## config.mk

```make
export PLATFORM = sky130hd
export DESIGN_NAME = mon_mem_arbiter
export DESIGN_NICKNAME = d
export VERILOG_FILES = /design/src/rtl/mon_mem_arbiter.sv
export SDC_FILE = /design/constraint.sdc
export NUM_CORES = 1
export LEC_CHECK = 0
export CAP_MARGIN = 40
export CORE_ASPECT_RATIO = 2
export CORE_UTILIZATION = 40
export CTS_CLUSTER_SIZE = 20
export DETAILED_ROUTE_END_ITERATION = 12
export PLACE_DENSITY = 0.66
export SKIP_CTS_REPAIR_TIMING = 1
export SYNTH_ARGS = -nofsm -noshare
export SYNTH_HDL_FRONTEND = slang
export SYNTH_SLANG_ARGS = --single-unit
export TNS_END_PERCENT = 1
```

## constraint.sdc

```tcl
create_clock -name clk -period 5.27 [get_ports clk]
set_input_delay 0.527 -clock clk [delete_from_list [all_inputs] [get_ports clk]]
set_output_delay 0.527 -clock clk [all_outputs]
set_load 0.01 [all_outputs]
```

## src/rtl/mon_mem_arbiter.sv

```systemverilog
// Monitor-side owner of the single-port program/data memory.
// Sequences write stream, range dump and trash-clear; CPU gets idle slots.
module mon_mem_arbiter #(
   parameter int ADR_W = 8,
   parameter int DAT_W = 8
) (
   input  logic             clk,
   input  logic             rst_n,
   input  logic [7:0]       write_adr_dat,
   input  logic             write_address_set,
   input  logic             write_data_en,
   input  logic             read_start_set,
   input  logic             read_end_set,
   input  logic             read_stop,
   input  logic             start_trush,
   input  logic             quit_cmd,
   output logic             dump_running,
   output logic             trush_running,
   input  logic             cpu_req,
   input  logic             cpu_we,
   input  logic [ADR_W-1:0] cpu_adr,
   input  logic [DAT_W-1:0] cpu_wdata,
   output logic             cpu_gnt,
   output logic [DAT_W-1:0] cpu_rdata,
   output logic [ADR_W-1:0] mem_adr,
   output logic             mem_we,
   output logic [DAT_W-1:0] mem_wdata,
   input  logic [DAT_W-1:0] mem_rdata,
   output logic [DAT_W-1:0] dump_data,
   output logic             dump_valid,
   input  logic             dump_ready
);

   typedef enum logic [2:0] {
      S_IDLE,
      S_WRITE,
      S_DRD,
      S_DLAT,
      S_DWAIT,
      S_TRUSH
   } state_t;

   state_t r_state;
   state_t w_nxt;

   logic [ADR_W-1:0] r_wptr;
   logic [DAT_W-1:0] r_wdat;
   logic             r_pend;
   logic [ADR_W-1:0] r_rstart;
   logic [ADR_W-1:0] r_rend;
   logic [ADR_W-1:0] r_rptr;
   logic [ADR_W-1:0] r_tptr;
   logic [ADR_W-1:0] r_adr;
   logic [DAT_W-1:0] r_dout;
   logic             r_live;

   logic             w_idle;
   logic             w_dump_st;
   logic             w_abort;
   logic             w_wr_acc;
   logic             w_pend;
   logic             w_trs_go;
   logic             w_dmp_go;
   logic             w_gnt;
   logic             w_hs;
   logic             w_we;
   logic [ADR_W-1:0] w_adr;
   logic [DAT_W-1:0] w_wdata;
   logic [ADR_W-1:0] w_byte_a;
   logic [DAT_W-1:0] w_byte_d;

   assign w_byte_a  = ADR_W'(write_adr_dat);
   assign w_byte_d  = DAT_W'(write_adr_dat);
   assign w_idle    = (r_state == S_IDLE);
   assign w_dump_st = (r_state == S_DRD) | (r_state == S_DLAT)
                    | (r_state == S_DWAIT);
   assign w_abort   = quit_cmd | read_stop;
   assign w_wr_acc  = write_data_en & ~w_dump_st & (r_state != S_TRUSH);
   assign w_pend    = r_pend | w_wr_acc;
   assign w_trs_go  = w_idle & start_trush;
   assign w_dmp_go  = w_idle & ~start_trush & read_end_set;
   // r_live keeps the CPU off the bus in the cycle reset is released
   assign w_gnt     = w_idle & r_live & cpu_req & ~start_trush
                    & ~read_end_set & ~w_pend;
   assign w_hs      = (r_state == S_DWAIT) & ~w_abort & dump_ready;

   always_comb begin
      w_nxt   = r_state;
      w_we    = 1'b0;
      w_adr   = r_adr;
      w_wdata = '0;
      unique case (r_state)
         S_IDLE: begin
            if (start_trush) begin
               w_nxt = S_TRUSH;
            end else if (read_end_set) begin
               w_nxt = S_DRD;
            end else if (w_pend) begin
               w_nxt = S_WRITE;
            end else if (w_gnt) begin
               w_we    = cpu_we;
               w_adr   = cpu_adr;
               w_wdata = cpu_wdata;
            end
         end
         S_WRITE: begin
            w_we    = 1'b1;
            w_adr   = r_wptr;
            w_wdata = r_wdat;
            w_nxt   = S_IDLE;
         end
         S_DRD: begin
            w_adr = r_rptr;
            w_nxt = w_abort ? S_IDLE : S_DLAT;
         end
         S_DLAT: begin
            w_nxt = w_abort ? S_IDLE : S_DWAIT;
         end
         S_DWAIT: begin
            if (w_abort) begin
               w_nxt = S_IDLE;
            end else if (dump_ready) begin
               w_nxt = (r_rptr == r_rend) ? S_IDLE : S_DRD;
            end
         end
         S_TRUSH: begin
            w_we  = 1'b1;
            w_adr = r_tptr;
            if (quit_cmd || (r_tptr == '1)) w_nxt = S_IDLE;
         end
         default: w_nxt = S_IDLE;
      endcase
   end

   always_ff @(posedge clk or negedge rst_n) begin
      if (!rst_n) begin
         r_state  <= S_IDLE;
         r_wptr   <= '0;
         r_wdat   <= '0;
         r_pend   <= 1'b0;
         r_rstart <= '0;
         r_rend   <= '0;
         r_rptr   <= '0;
         r_tptr   <= '0;
         r_adr    <= '0;
         r_dout   <= '0;
         r_live   <= 1'b0;
      end else begin
         r_state <= w_nxt;
         r_adr   <= w_adr;
         r_live  <= 1'b1;
         if (write_address_set) r_wptr <= w_byte_a;
         else if (r_state == S_WRITE) r_wptr <= r_wptr + 1'b1;
         if (w_wr_acc) begin
            r_wdat <= w_byte_d;
            r_pend <= 1'b1;
         end else if (r_state == S_WRITE) begin
            r_pend <= 1'b0;
         end
         if (read_start_set) r_rstart <= w_byte_a;
         if (w_dmp_go) begin
            r_rend <= w_byte_a;
            r_rptr <= r_rstart;
         end else if (w_hs && (r_rptr != r_rend)) begin
            r_rptr <= r_rptr + 1'b1;
         end
         if (w_trs_go) r_tptr <= '0;
         else if (r_state == S_TRUSH) r_tptr <= r_tptr + 1'b1;
         if (r_state == S_DLAT) r_dout <= mem_rdata;
      end
   end

   assign mem_we        = w_we;
   assign mem_adr       = w_adr;
   assign mem_wdata     = w_wdata;
   assign cpu_gnt       = w_gnt;
   assign cpu_rdata     = mem_rdata;
   assign dump_data     = r_dout;
   assign dump_valid    = (r_state == S_DWAIT) & ~w_abort;
   assign dump_running  = w_dump_st | read_end_set;
   assign trush_running = (r_state == S_TRUSH) | start_trush;

endmodule

```

==> reports/metrics.csv, run 1 <==
stage;metric;value;unit
placement;gp_congestion;0.8412;
timing;max-slew-margin-rel;55.61;%
final_layout;mostFrequentLayoutCell;clkdlybuf4s50_1;
final_layout;nets;473;
global_route;grt_pass1_vias;3019;
floorplan;die_area;9389;µm²
critical_path;critical_path_class;register to primary output;
clock_network;cts_root_buf;clkbuf_16;
placement;io_buffers;80;
synthesis;netlist_instances;354;
power_and_ir_drop;p_leak;0.001990;µW
floorplan;die_w;69.02;µm
final_layout;antenna_cells;0;
timing;finalHoldViolations;0;
detailed_routing;drc;0;
synthesis;synth_flop_cell;dfrtp_1;
synthesis;ys_async_sr_fraction;100.0;%
clock_network;cts_tree;built;
run_status;status;finished clean;
synthesis;synth_area;3593;µm²
final_layout;drive_above_1_share;13.26;%
critical_path;cp.required;4.74;ns
power_and_ir_drop;p_per_area;552.1;nW/µm²
global_route;grt_remaining_overflow;0;
synthesis;synth_edf_count;0;
timing;period_needed;3.490;ns
synthesis;synth_fp_nets;401;
synthesis;ys_ff_latch;69;
critical_path;start_kind;register;
global_route;track_usage;20.53;%
detailed_routing;wl_per_cell;17.23;µm
global_route;antenna_found_initial;0;
detailed_routing;via_per_inst;5.606;
hold_path;hold_class;primary input to asynchronous set/reset pin;
detailed_routing;drt_iter0_drc;193;
flow_run;cap_violations;0;
detailed_routing;routed_wirelength;9134;µm
detailed_routing;dr.pass1.iters;4;
floorplan;ios;81;
synthesis;ys_seq_area_share;48.05;%
floorplan;die_h;136.0;µm
power_and_ir_drop;ir_drop;0.0003268;V
final_layout;fin_area;4703;µm²
detailed_routing;postRouteAntennaNets;0;
critical_path;cp.arrival;2.96;ns
clock_network;clock_sinks;69;
final_layout;fill_cells;809;
floorplan;rows;48;
placement;dp.final_hpwl;6776;µm
timing;setup_viol;0;
floorplan;initial_utilization;41.55;%
final_layout;layout_common_cells;clkdlybuf4s50_1, dfrtp_1, nand2_1, mux2_2, o21ai_0;
placement;placed_area;4428;µm²
timing;fin_worst_skew;0.006612;ns
timing;rsz0062_at_grt;no;
timing;slew_violations;0;
clock_network;cts_inserted_buffers;9;
timing;worstMarginPinSlew;0.6658;ns
timing;fmax;0.2865;GHz
floorplan;core_area;8648;µm²
timing;setup_tns;0;ns
synthesis;synth_cell_types;50;
timing;finalCritPeriodShare;66.22;%
synthesis;synth_area_per_cell;10.15;µm²
critical_path;cp_max_fo;20;
critical_path;end_kind;primary output;
clock_network;clk_latency;0.33;ns
synthesis;ys.warnings.count;0;
final_layout;area_growth;30.88;%
clock_network;clockBufferDepth;2;
global_route;grt_max_degree;49;
detailed_routing;vias;2971;
global_route;grt_pass1_wl;14830;µm
clock_network;clk_pin_slew;0.05;ns
clock_network;cts_htree_levels;3;
## layer usage
metal | GRT usage [%] | vias to the layer above | routed length [µm] | part of all wire, %
li1 | - | 1399 | - | -
met1 | 22.51 | 1438 | 3576 | 39
met2 | 35.65 | 108 | 4746 | 52
met3 | 4.670 | 26 | 416 | 4.6
met4 | 12.47 | 0 | 395 | 4.3
met5 | 0 | - | 0 | 0
## final timing paths
path                        startpoint    endpoint  slack [ns]  cells after the start
min in group clk           r_rstart[4]   r_rptr[4]        0.48                      2
setup / recovery            r_state[1]  mem_adr[6]        1.78                      6
hold / removal                   rst_n    r_adr[5]        0.17                      2
setup reg to reg            r_state[1]   r_rptr[7]        3.00                      4
hold reg to reg            r_rstart[4]   r_rptr[4]        0.48                      2
max in group asynchronous        rst_n   r_tptr[0]        4.56                      3
## cells in the mapped netlist, drive strengths merged (2+ instances only)
| cell | n | area share [%] |
|---|---|---|
| clkbuf | 6 | 0.63 |
| dfrtp | 69 | 48 |
| o21ai | 24 | 3.3 |
| nand4 | 7 | 1.2 |
| nand3b | 2 | 0.42 |
| nor3b | 3 | 0.91 |
| nor3 | 2 | 0.28 |
| xor2 | 18 | 4.4 |
| nor4 | 3 | 1.8 |
| a211oi | 2 | 0.42 |
| nor2 | 15 | 1.6 |
| ha | 3 | 1.0 |
| buf | 16 | 2.8 |
| a22o | 8 | 1.9 |
| or2 | 3 | 0.52 |
| a221o | 2 | 0.56 |
| mux2 | 26 | 8.3 |
| o221ai | 7 | 1.7 |
| nand3 | 12 | 1.8 |
| a2bb2oi | 8 | 1.9 |
| xnor2 | 5 | 1.2 |
| or3 | 3 | 0.52 |
| nand2 | 66 | 6.9 |
| and2 | 2 | 0.38 |
| a31oi | 2 | 0.35 |
| a21oi | 16 | 2.5 |
| and3 | 4 | 0.73 |
| inv | 7 | 0.73 |
## worst max-delay path: stages, from the launching register on
cell and delay, ns:
dfrtp_1 0.77, xnor2_1 0.19, a21oi_1 0.29, nand3_2 0.32, a21oi_1 0.23, a2bb2oi_1 0.26, clkdlybuf4s50_1 0.58
## power breakdown
part           total (µW)  switching [µW]  internal, µW
clock                 567             204           363
combinational        1130             543           584
sequential            902             186           715
## sequential cells by signal, summed over array words and instances, names as in the netlist
name       count
r_rptr         8
r_state        3
r_live         1
r_wptr         8
r_wdat         8
r_adr          8
r_rstart       8
r_pend         1
r_rend         8
r_tptr         8
dump_data      8
## cell families (layout without fill, tap and decap cells)
group	count (synthesis)	in the layout	share of synthesized area, %
simple gates	125	125	17.62
fa+ha+maj	3	3	1.045
buf+inv	30	106	4.456
mux	27	27	8.531
xor+xnor	23	23	5.606
compound gates	76	76	14.59
flops	69	69	48.05
other cells	1	1	0.1044
## through the flow
| stage | setup slack, ns | cells | util (%) | hold WS, ns | power [µW] |
|---|---|---|---|---|---|
| 2_1_floorplan | 3.038 | 354 | - | 0.2314 | 1569 |
| 3_3_place_gp | 2.147 | 512 | 50.74 | 0.4680 | 1993 |
| 3_5_place_dp | 2.127 | 515 | 51.20 | 0.4697 | 2032 |
| 4_1_cts | 1.791 | 530 | 54.38 | 0.1755 | 2619 |
| 5_1_grt | 1.562 | 530 | 54.38 | 0.1975 | 2752 |
| 6_report | 1.780 | 530 | 54.38 | 0.1745 | 2597 |
## cell type report
| type | count | area, µm² | area share (%) |
|---|---|---|---|
| Multi-Input combinational cell | 255 | 1707 | 36.29 |
| Timing Repair Buffer | 84 | 843.3 | 17.93 |
| Sequential cell | 69 | 1727 | 36.71 |
| Clock inverter | 2 | 35.03 | 0.7449 |
| Tap cell | 100 | 125.1 | 2.660 |
| Inverter | 7 | 26.28 | 0.5587 |
| Clock buffer | 13 | 240.2 | 5.108 |
Note: power is estimated with default switching activity, not from simulation.
==> inputs of run 2 (changes only) <==
Clock period 5.27 ns to 3.6 ns, I/O delays scaled along.
==> reports/metrics.csv, run 2 (same netlist as run 1, synthesis figures left out) <==
stage;metric;value;unit
run_status;status;finished clean;
timing;setup_tns;0;ns
final_layout;area_growth;31.23;%
critical_path;critical_path_class;register to primary output;
timing;finalHoldViolations;0;
placement;placed_area;4403;µm²
floorplan;rows;48;
critical_path;cp.arrival;2.81;ns
timing;period_needed;3.171;ns
floorplan;die_area;9389;µm²
timing;slew_violations;0;
floorplan;die_w;69.02;µm
timing;worstMarginPinSlew;0.5844;ns
timing;finalCritPeriodShare;88.09;%
placement;gp_congestion;0.8026;
critical_path;cp_max_fo;17;
critical_path;end_kind;primary output;
final_layout;post-route-util;54.53;%
final_layout;layout_common_cells;clkdlybuf4s50_1, dfrtp_1, nand2_1, mux2_2, o21ai_0;
detailed_routing;wl_per_cell;17.49;µm
floorplan;initial_utilization;41.55;%
clock_network;cts_htree_levels;3;
hold_path;hold_class;primary input to asynchronous set/reset pin;
timing;fmax;0.3153;GHz
power_and_ir_drop;ir_drop;0.0003714;V
global_route;busiest_layer;met2;
clock_network;clk_latency;0.33;ns
global_route;grt.met1_usage;22.02;%
detailed_routing;routed_wirelength;9271;µm
global_route;grt_pass1_wl;15130;µm
detailed_routing;dr.pass1.iters;4;
final_layout;antenna_cells;0;
final_layout;fill_cells;807;
timing;max-slew-margin-rel;61.04;%
critical_path;regToRegStartpoint;r_state[0];
global_route;grt_use_met2;38.67;%
detailed_routing;drc;0;
placement;dp.final_hpwl;6933;µm
clock_network;clock_sinks;69;
critical_path;reg2reg_to;r_rptr[7];
detailed_routing;via_per_inst;5.543;
floorplan;ios;81;
final_layout;fin_area;4716;µm²
power_and_ir_drop;p_per_area;819.8;nW/µm²
clock_network;clockBufferDepth;2;
flow_run;cap_violations;0;
critical_path;ff2ff_path_depth;4;
global_route;grt_pass1_vias;3042;
critical_path;start_kind;register;
global_route;track_usage;20.92;%
critical_path;cp.required;3.24;ns
detailed_routing;vias;2938;
global_route;grt_max_degree;46;
final_layout;mostFrequentLayoutCell;clkdlybuf4s50_1;
timing;rsz0062_at_grt;no;
clock_network;cts_inserted_buffers;9;
floorplan;core_area;8648;µm²
critical_path;r2r_setup_slack;1.42;ns
clock_network;cts_tree;built;
global_route;grt_remaining_overflow;0;
timing;whs;0.02142;ns
final_layout;nets;472;
global_route;antenna_found_initial;0;
timing;setup_viol;0;
clock_network;cts_root_buf;clkbuf_16;
detailed_routing;postRouteAntennaNets;0;
power_and_ir_drop;p_leak;0.001990;µW
final_layout;drive_above_1_share;14.42;%
detailed_routing;drt_iter0_drc;268;
clock_network;clk_pin_slew;0.06;ns
timing;fin_worst_skew;0.006024;ns
placement;io_buffers;80;
global_route;globalRouteMet3Util;4.151;%
floorplan;die_h;136.0;µm
## run 2: per-layer routing
layer | vias up | share of wire [%]
met1 | 1425 | 38
li1 | 1388 | -
met3 | 26 | 3.9
met5 | - | 0
met4 | 0 | 3.3
met2 | 99 | 55
## run 2: through the flow
stage / std cells / power [µW] / setup WS, ns
CTS: 530 / 3897 / 0.2633
global placement: 514 / 2937 / 0.7195
finish: 530 / 3866 / 0.4288
floorplan: 354 / 2297 / 1.535
detailed placement: 514 / 2977 / 0.6050
global route: 530 / 4110 / 0.1810
## run 2: area by class of cell
class / count / area, µm² / area share, %
well taps: 100 / 125.1 / 2.653
clock inverters: 5 / 58.81 / 1.247
inverters: 7 / 26.28 / 0.5572
flip-flops and latches: 69 / 1728 / 36.64
clock buffers: 11 / 252.7 / 5.360
multi-input cells: 255 / 1707 / 36.19
repair buffers: 83 / 818.3 / 17.35
## run 2: worst max-delay path by stage
stage / from / to / slack (ns) / cells after the start
6_report: r_state[2] / mem_adr[4] / 0.43 / 6
5_1_grt: r_state[2] / mem_adr[7] / 0.18 / 6
4_1_cts: r_state[1] / mem_adr[4] / 0.26 / 6
3_5_place_dp: r_state[1] / mem_adr[4] / 0.60 / 6
3_3_place_gp: start_trush / mem_adr[6] / 0.72 / 6
2_1_floorplan: r_state[2] / mem_adr[1] / 1.53 / 7
## run 2: power breakdown
group          leakage [µW]  internal, µW  switching, µW
Sequential         0.000845          1050            273
Clock              0.000148           573            333
Combinational      0.000997           857            781
## run 2: critical path, stage by stage, from the launching register on
cell	delay (ns)
dfrtp_1	0.61
xnor2_1	0.15
a21oi_1	0.29
nand3_2	0.32
a21oi_1	0.23
a2bb2oi_1	0.28
clkdlybuf4s50_1	0.59
